$ cat config.mk
export PLATFORM = sky130hd
export DESIGN_NAME = spi_sample_sequencer
export DESIGN_NICKNAME = d
export VERILOG_FILES = /design/src/rtl/spi_sample_sequencer_pkg.sv /design/src/rtl/spi_sample_sequencer_sample_tick_gen.sv /design/src/rtl/spi_sample_sequencer.sv
export SDC_FILE = /design/constraint.sdc
export NUM_CORES = 1
export LEC_CHECK = 0
export BUFFER_PORTS_ARGS = -buffer_cell sky130_fd_sc_hd__buf_2
export CAP_MARGIN = 20
export CORE_MARGIN = 2
export CORE_UTILIZATION = 55
export CTS_BUF_LIST = sky130_fd_sc_hd__clkbuf_16
export DETAILED_ROUTE_END_ITERATION = 10
export PLACE_DENSITY = 0.78
export SLEW_MARGIN = 0
export SYNTH_ARGS = -nofsm -noshare
export SYNTH_HDL_FRONTEND = slang
export SYNTH_HIERARCHICAL = 1
export SYNTH_SLANG_ARGS = --single-unit
$ cat constraint.sdc
create_clock -name clk -period 8.9 [get_ports clk]
set_input_delay 0.89 -clock clk [delete_from_list [all_inputs] [get_ports clk]]
set_output_delay 0.89 -clock clk [all_outputs]
set_load 0.02 [all_outputs]
$ cat src/rtl/spi_sample_sequencer_pkg.sv
// Shared constants for the SPI amplifier/ADC sample sequencer:
// FSM state encodings, AMP_ADC select encodings and parameter defaults.
package spi_sample_sequencer_pkg;

  // Sequencer states, kept as plain 3-bit constants for older tools
  localparam logic [2:0] ST_IDLE     = 3'd0;
  localparam logic [2:0] ST_AMP_REQ  = 3'd1;
  localparam logic [2:0] ST_AMP_WAIT = 3'd2;
  localparam logic [2:0] ST_ARMED    = 3'd3;
  localparam logic [2:0] ST_ADC_REQ  = 3'd4;
  localparam logic [2:0] ST_ADC_WAIT = 3'd5;
  localparam logic [2:0] ST_CAPTURE  = 3'd6;
  localparam logic [2:0] ST_ERROR    = 3'd7;

  // AMP_ADC line encodings toward the segment
  localparam logic SEL_AMP = 1'b1;
  localparam logic SEL_ADC = 1'b0;

  // Parameter defaults
  localparam int DEF_SAMPLE_DIV = 2000;
  localparam int DEF_TIMEOUT    = 4095;
  localparam int DEF_OVR_W      = 8;

  // States in which Init is driven high toward the segment
  function automatic logic drives_init(input logic [2:0] st);
    return (st == ST_AMP_REQ) || (st == ST_AMP_WAIT) ||
           (st == ST_ADC_REQ) || (st == ST_ADC_WAIT);
  endfunction

  // States in which a segment transaction is in flight
  function automatic logic is_busy_state(input logic [2:0] st);
    return drives_init(st) || (st == ST_CAPTURE);
  endfunction

endpackage

$ cat src/rtl/spi_sample_sequencer_sample_tick_gen.sv
// Sample-period tick generator: counts 0..DIV-1 while enabled and emits a
// single-cycle tick on the wrap cycle. A synchronous clear restarts the period.
module sample_tick_gen #(
  parameter int DIV = 2000
) (
  input  logic clk,
  input  logic rst,
  input  logic en,
  input  logic clr,
  output logic tick
);

  localparam int CW = $clog2(DIV);
  localparam logic [CW-1:0] LAST = CW'(DIV - 1);

  logic [CW-1:0] count_q;
  logic [CW-1:0] count_d;

  // Next count: clear wins, otherwise advance and wrap while enabled
  always_comb begin
    count_d = count_q;
    if (clr) begin
      count_d = '0;
    end else if (en) begin
      count_d = (count_q == LAST) ? '0 : count_q + CW'(1);
    end
  end

  // Count register with synchronous reset
  always_ff @(posedge clk) begin
    if (rst) begin
      count_q <= '0;
    end else begin
      count_q <= count_d;
    end
  end

  assign tick = en && !clr && (count_q == LAST);

endmodule

$ cat src/rtl/spi_sample_sequencer.sv
// Sequencer for the SPI amplifier/ADC segment: programs the amplifier once
// after start, then runs periodic ADC conversions through the
// Init / AMP_ADC / Init_Done handshake, capturing each result. Also handles
// amplifier reprogram requests, missed sample ticks and stalled transactions.
module spi_sample_sequencer
  import spi_sample_sequencer_pkg::*;
#(
  parameter int SAMPLE_DIV = DEF_SAMPLE_DIV,
  parameter int TIMEOUT    = DEF_TIMEOUT,
  parameter int OVR_W      = DEF_OVR_W
) (
  input  logic             clk,
  input  logic             rst,
  input  logic             start,
  input  logic             stop,
  input  logic             amp_req,
  output logic             seg_init,
  output logic             seg_amp_adc,
  input  logic             seg_init_done,
  input  logic [7:0]       seg_data,
  output logic [7:0]       sample,
  output logic             sample_valid,
  output logic             busy,
  output logic             running,
  output logic             overrun,
  output logic [OVR_W-1:0] ovr_count,
  output logic             timeout_err
);

  localparam int TOW = $clog2(TIMEOUT + 1);
  localparam logic [TOW-1:0] TO_LAST = TOW'(TIMEOUT - 1);

  logic [2:0]       state_q,       state_d;
  logic             amp_adc_q,     amp_adc_d;
  logic             running_q,     running_d;
  logic [7:0]       sample_q,      sample_d;
  logic             stop_pend_q,   stop_pend_d;
  logic             amp_pend_q,    amp_pend_d;
  logic             overrun_q,     overrun_d;
  logic [OVR_W-1:0] ovr_cnt_q,     ovr_cnt_d;
  logic             timeout_err_q, timeout_err_d;
  logic [TOW-1:0]   to_cnt_q,      to_cnt_d;

  logic tick;
  logic start_accept;
  logic stop_now;
  logic amp_now;
  logic tick_used;
  logic tick_missed;

  // Stop beats start when both arrive together in IDLE
  assign start_accept = (state_q == ST_IDLE) && start && !stop;
  assign stop_now     = stop_pend_q || stop;
  assign amp_now      = amp_pend_q  || amp_req;

  sample_tick_gen #(
    .DIV (SAMPLE_DIV)
  ) u_tick (
    .clk  (clk),
    .rst  (rst),
    .en   (running_q),
    .clr  (start_accept),
    .tick (tick)
  );

  // FSM next state plus pending-request, overrun and timeout bookkeeping
  always_comb begin
    state_d       = state_q;
    amp_adc_d     = amp_adc_q;
    running_d     = running_q;
    sample_d      = sample_q;
    stop_pend_d   = stop_pend_q;
    amp_pend_d    = amp_pend_q;
    overrun_d     = overrun_q;
    ovr_cnt_d     = ovr_cnt_q;
    timeout_err_d = timeout_err_q;
    to_cnt_d      = to_cnt_q;
    tick_used     = 1'b0;

    case (state_q)
      ST_IDLE: begin
        if (start_accept) begin
          state_d       = ST_AMP_REQ;
          amp_adc_d     = SEL_AMP;
          running_d     = 1'b1;
          overrun_d     = 1'b0;
          ovr_cnt_d     = '0;
          timeout_err_d = 1'b0;
        end
      end
      ST_AMP_REQ: begin
        state_d  = ST_AMP_WAIT;
        to_cnt_d = '0;
      end
      ST_AMP_WAIT: begin
        if (seg_init_done) begin
          state_d    = ST_ARMED;
          amp_pend_d = 1'b0;
        end else if (to_cnt_q == TO_LAST) begin
          state_d       = ST_ERROR;
          timeout_err_d = 1'b1;
          running_d     = 1'b0;
        end else begin
          to_cnt_d = to_cnt_q + TOW'(1);
        end
      end
      ST_ARMED: begin
        if (stop_now) begin
          state_d   = ST_IDLE;
          running_d = 1'b0;
        end else if (amp_now) begin
          state_d   = ST_AMP_REQ;
          amp_adc_d = SEL_AMP;
        end else if (tick) begin
          state_d   = ST_ADC_REQ;
          amp_adc_d = SEL_ADC;
          tick_used = 1'b1;
        end
      end
      ST_ADC_REQ: begin
        state_d  = ST_ADC_WAIT;
        to_cnt_d = '0;
      end
      ST_ADC_WAIT: begin
        if (seg_init_done) begin
          state_d  = ST_CAPTURE;
          sample_d = seg_data;
        end else if (to_cnt_q == TO_LAST) begin
          state_d       = ST_ERROR;
          timeout_err_d = 1'b1;
          running_d     = 1'b0;
        end else begin
          to_cnt_d = to_cnt_q + TOW'(1);
        end
      end
      ST_CAPTURE: begin
        state_d = ST_ARMED;
      end
      ST_ERROR: begin
        state_d = ST_IDLE;
      end
      default: begin
        state_d   = ST_IDLE;
        running_d = 1'b0;
      end
    endcase

    // Requests are only remembered while streaming
    if (running_q && stop) begin
      stop_pend_d = 1'b1;
    end
    if (running_q && amp_req) begin
      amp_pend_d = 1'b1;
    end

    // A tick that does not launch a conversion is dropped and counted,
    // except when the sequencer is leaving ARMED because of a stop
    tick_missed = tick && !tick_used &&
                  !((state_q == ST_ARMED) && stop_now);
    if (tick_missed) begin
      overrun_d = 1'b1;
      if (ovr_cnt_q != {OVR_W{1'b1}}) begin
        ovr_cnt_d = ovr_cnt_q + OVR_W'(1);
      end
    end

    // Returning to IDLE forgets any outstanding requests
    if (state_d == ST_IDLE) begin
      stop_pend_d = 1'b0;
      amp_pend_d  = 1'b0;
    end
  end

  // State registers with synchronous reset
  always_ff @(posedge clk) begin
    if (rst) begin
      state_q       <= ST_IDLE;
      amp_adc_q     <= 1'b0;
      running_q     <= 1'b0;
      sample_q      <= 8'h00;
      stop_pend_q   <= 1'b0;
      amp_pend_q    <= 1'b0;
      overrun_q     <= 1'b0;
      ovr_cnt_q     <= '0;
      timeout_err_q <= 1'b0;
      to_cnt_q      <= '0;
    end else begin
      state_q       <= state_d;
      amp_adc_q     <= amp_adc_d;
      running_q     <= running_d;
      sample_q      <= sample_d;
      stop_pend_q   <= stop_pend_d;
      amp_pend_q    <= amp_pend_d;
      overrun_q     <= overrun_d;
      ovr_cnt_q     <= ovr_cnt_d;
      timeout_err_q <= timeout_err_d;
      to_cnt_q      <= to_cnt_d;
    end
  end

  assign seg_init     = drives_init(state_q);
  assign seg_amp_adc  = amp_adc_q;
  assign busy         = is_busy_state(state_q);
  assign sample_valid = (state_q == ST_CAPTURE);
  assign sample       = sample_q;
  assign running      = running_q;
  assign overrun      = overrun_q;
  assign ovr_count    = ovr_cnt_q;
  assign timeout_err  = timeout_err_q;

endmodule

==> metrics.cfg <==
[global_route]
grt_overflow_total = 0
grt_pass1_vias = 1948
grt_pass1_wl_mm = 8.71
antenna_found_initial = 0
grt_max_degree = 28
grt.total_usage_pct = 21.8

[place]
io_buffer_count = 36
pre_cts_slack_ps = 5150
dpl.hpwl_mm = 3.59
gp_congestion = 0.921

[layout]
area_delta_synth_final_pct = 15.1
fin_nets = 346
drive_above_1_share_pct = 18.2
antenna_cells = 0

[setup_path]
cp_max_fo = 7
cpPeakStageDelay_ps = 830
critPathArrivalTime_ps = 3750
cp.required_ps = 9120
path_cells = buf_2, nand2b_1, nand2b_1, inv_1, nor4_1, inv_1, or3_4, or4_1, a31oi_1
critPathTopFamily = simple AND/OR/NAND/NOR gates
critPathCaptureType = register
start_kind = input pin
crit_slowest_cell = nor4_1
crit_type = in2reg
cp.buffers_inverters = 3

[hold_path]
hold_path_class = reg2reg

[logic_synthesis]
synth_area_leader_cell = dfxtp_1
netlist_area_sq_um = 2420
synth-seq-cells = 48
synth_top_area_share_pct = 39.6
yosysWarnings = 6
synthCells = 298
ys_seq_area_share_pct = 39.6
yosysUniqueCellTypes = 53
synth_nets = 316
syn_area_per_cell_sq_um = 8.14
synthTopCellsByArea = dfxtp_1 (40%), nand2_1 (6.2%), a21oi_1 (5.4%)

[sta]
setup_tns_ps = 0
finalSetupViolCount = 0
hold_viol = 0
final.min_clock_period_ps = 3530
setup_ws_ps = 5370
slew_violations = 0
hold_slack_ps = 450
tightest_slew_ps = 941
fmax_mhz = 283
maxSlewHeadroom_pct = 36.7
fin_skew_ps = 4.88
finalCritPeriodShare_pct = 39.6
grt_setup_unrepaired = no

[power]
combPwrFrac_pct = 6.0
p_sw_mw = 0.105
p_int_mw = 0.360
power.leakage_nw = 1.07
vdd_drop_max_uv = 76.3
p_sw_share_pct = 22.6
pwr-share-clk_pct = 46.6
p_total_mw = 0.465
p_per_area_nw_per_um2 = 167
power_frac_seq_pct = 47.3

[drt]
dr.pass1.iters = 4
drc = 0
vias_per_cell = 5.95
num_vias = 2267
routed_wl_mm = 5.24
post_drt_wl_per_cell_microns = 13.8
drt_iter0_markers = 131
antenna_left = 0

[die]
initial_core_util_pct = 56.5
die-area_sq_um = 4960
dieHeight_microns = 70.4
die_w_microns = 70.4
rows = 24
core_area_sq_um = 4290
pin_count = 37

[clocking]
post-cts-setup-buffer-count = 0
htreeDepth = 2
cts_tree = yes
cts-buffers-inserted = 5
cts-resized-gates = 0
insertion_delay_ps = 290
root_buffer = clkbuf_16
clock-sinks = 48
cts_hold_buf = 0
clockBufferDepth = 2
clkTransAtPathRegs_ps = 70

[flow_run]
cap_violations = 0

[status]
status = finished clean

sequential cells by signal, summed over array words and instances, names as in the netlist:
signal,cells
overrun,1
seg_amp_adc,1
running,1
amp_pend_q,1
ovr_count,8
u_tick/count_q,11
timeout_err,1
stop_pend_q,1
sample,8
to_cnt_q,12
state_q,3
synthesized netlist by cell type (all sizes together):
master   instances
and2             2
nor4             3
inv             10
o211ai           2
a31oi            6
buf              2
nor4bb           1
o21a             4
a311oi           1
a21o             2
mux2i            2
a221o            1
nand3           14
and3             7
a22oi            2
o2111ai          4
o21ai           13
nand4            7
a211oi           1
and3b            1
a32oi            1
nand3b           2
xor2            11
dfxtp           48
or4              3
o31ai            4
clkbuf          11
nand2b           3
ha               4
o31a             2
nor4b            1
a41oi            2
or3              9
a21oi           27
or3b             2
nand2           40
or2              3
xnor2            2
nor2b            1
nor2            28
o41a             1
nor3             8
power by group through the flow:
stage | sequential (mW) | combinational (mW) | clock (mW)
after floorplan | 0.224 | 0.0203 | 0
after global placement | 0.225 | 0.0273 | 0
after detailed placement | 0.225 | 0.0276 | 0
after CTS | 0.220 | 0.0279 | 0.220
after global routing | 0.220 | 0.0308 | 0.228
final | 0.220 | 0.0281 | 0.217
through the flow:
stage / utilization [%] / cells / instance area (sq um)
after CTS: 65.0 / 381 / 2790
after floorplan: - / 298 / 2420
final: 65.0 / 381 / 2790
after global routing: 65.0 / 381 / 2790
after global placement: 61.0 / 373 / 2620
after detailed placement: 61.0 / 373 / 2620
layout make-up:
class                   count  area [sq um]
fillers                   386          1500
repair buffers             36           180
inverters                  10          37.5
multi-input cells         227          1380
clock inverters             3          46.3
well taps                  52          65.1
flip-flops and latches     48           961
clock buffers               5           125
metal layers:
metal  vias up  GRT usage [%]  routed length, microns
li1       1132              -                       -
met1      1044           28.5                    2410
met2        79           33.9                    2390
met3        12           5.77                     347
met4         0           9.19                     102
met5         -              0                       0
kinds of logic (layout without fill, tap and decap cells):
kind of cell / count (synthesis) / count (layout) / share of synthesized area, %
flip-flops: 48 / 48 / 39.6
AND/OR/NAND/NOR: 135 / 135 / 29.1
multiplexers: 2 / 2 / 0.826
AO/OA/AOI/OAI: 73 / 73 / 20.0
adder cells (fa/ha/maj): 4 / 4 / 2.06
XOR/XNOR: 13 / 13 / 4.70
buffers and inverters: 23 / 54 / 3.66
final timing paths:
kind | startpoint | end | slack (ps) | cells after the start
max reg2reg | state_q[0]$_SDFF_PP0_ | ovr_count[7]$_SDFF_PP0_ | 5470 | 8
max | stop | ovr_count[7]$_SDFF_PP0_ | 5370 | 9
min | sample[1]$_SDFFE_PP0P_ | sample[1]$_SDFFE_PP0P_ | 450 | 2
min reg2reg | sample[1]$_SDFFE_PP0P_ | sample[1]$_SDFFE_PP0P_ | 450 | 2
placed cells by master, fill, tap and decap left out, drive strengths merged, types with 4 or more instances in the layout:
| master | instances |
|---|---|
| o31ai | 4 |
| inv | 11 |
| o21a | 4 |
| o21ai | 13 |
| nand3 | 14 |
| nand2 | 40 |
| nand4 | 7 |
| or3 | 9 |
| dfxtp | 48 |
| clkbuf | 5 |
| a21oi | 27 |
| buf | 36 |
| nor3 | 8 |
| nor2 | 28 |
| ha | 4 |
| xor2 | 11 |
| and3 | 7 |
| o2111ai | 4 |
| a31oi | 6 |
worst reg2reg max path: stages (launching register included):
cell and delay, ps:
dfxtp_1 560, nor3_1 190, nand2b_1 220, inv_1 130, nor4_1 830, inv_1 290, or3_4 470, or4_1 510
a31oi_1 160
Power figures use the tool's default switching activity.
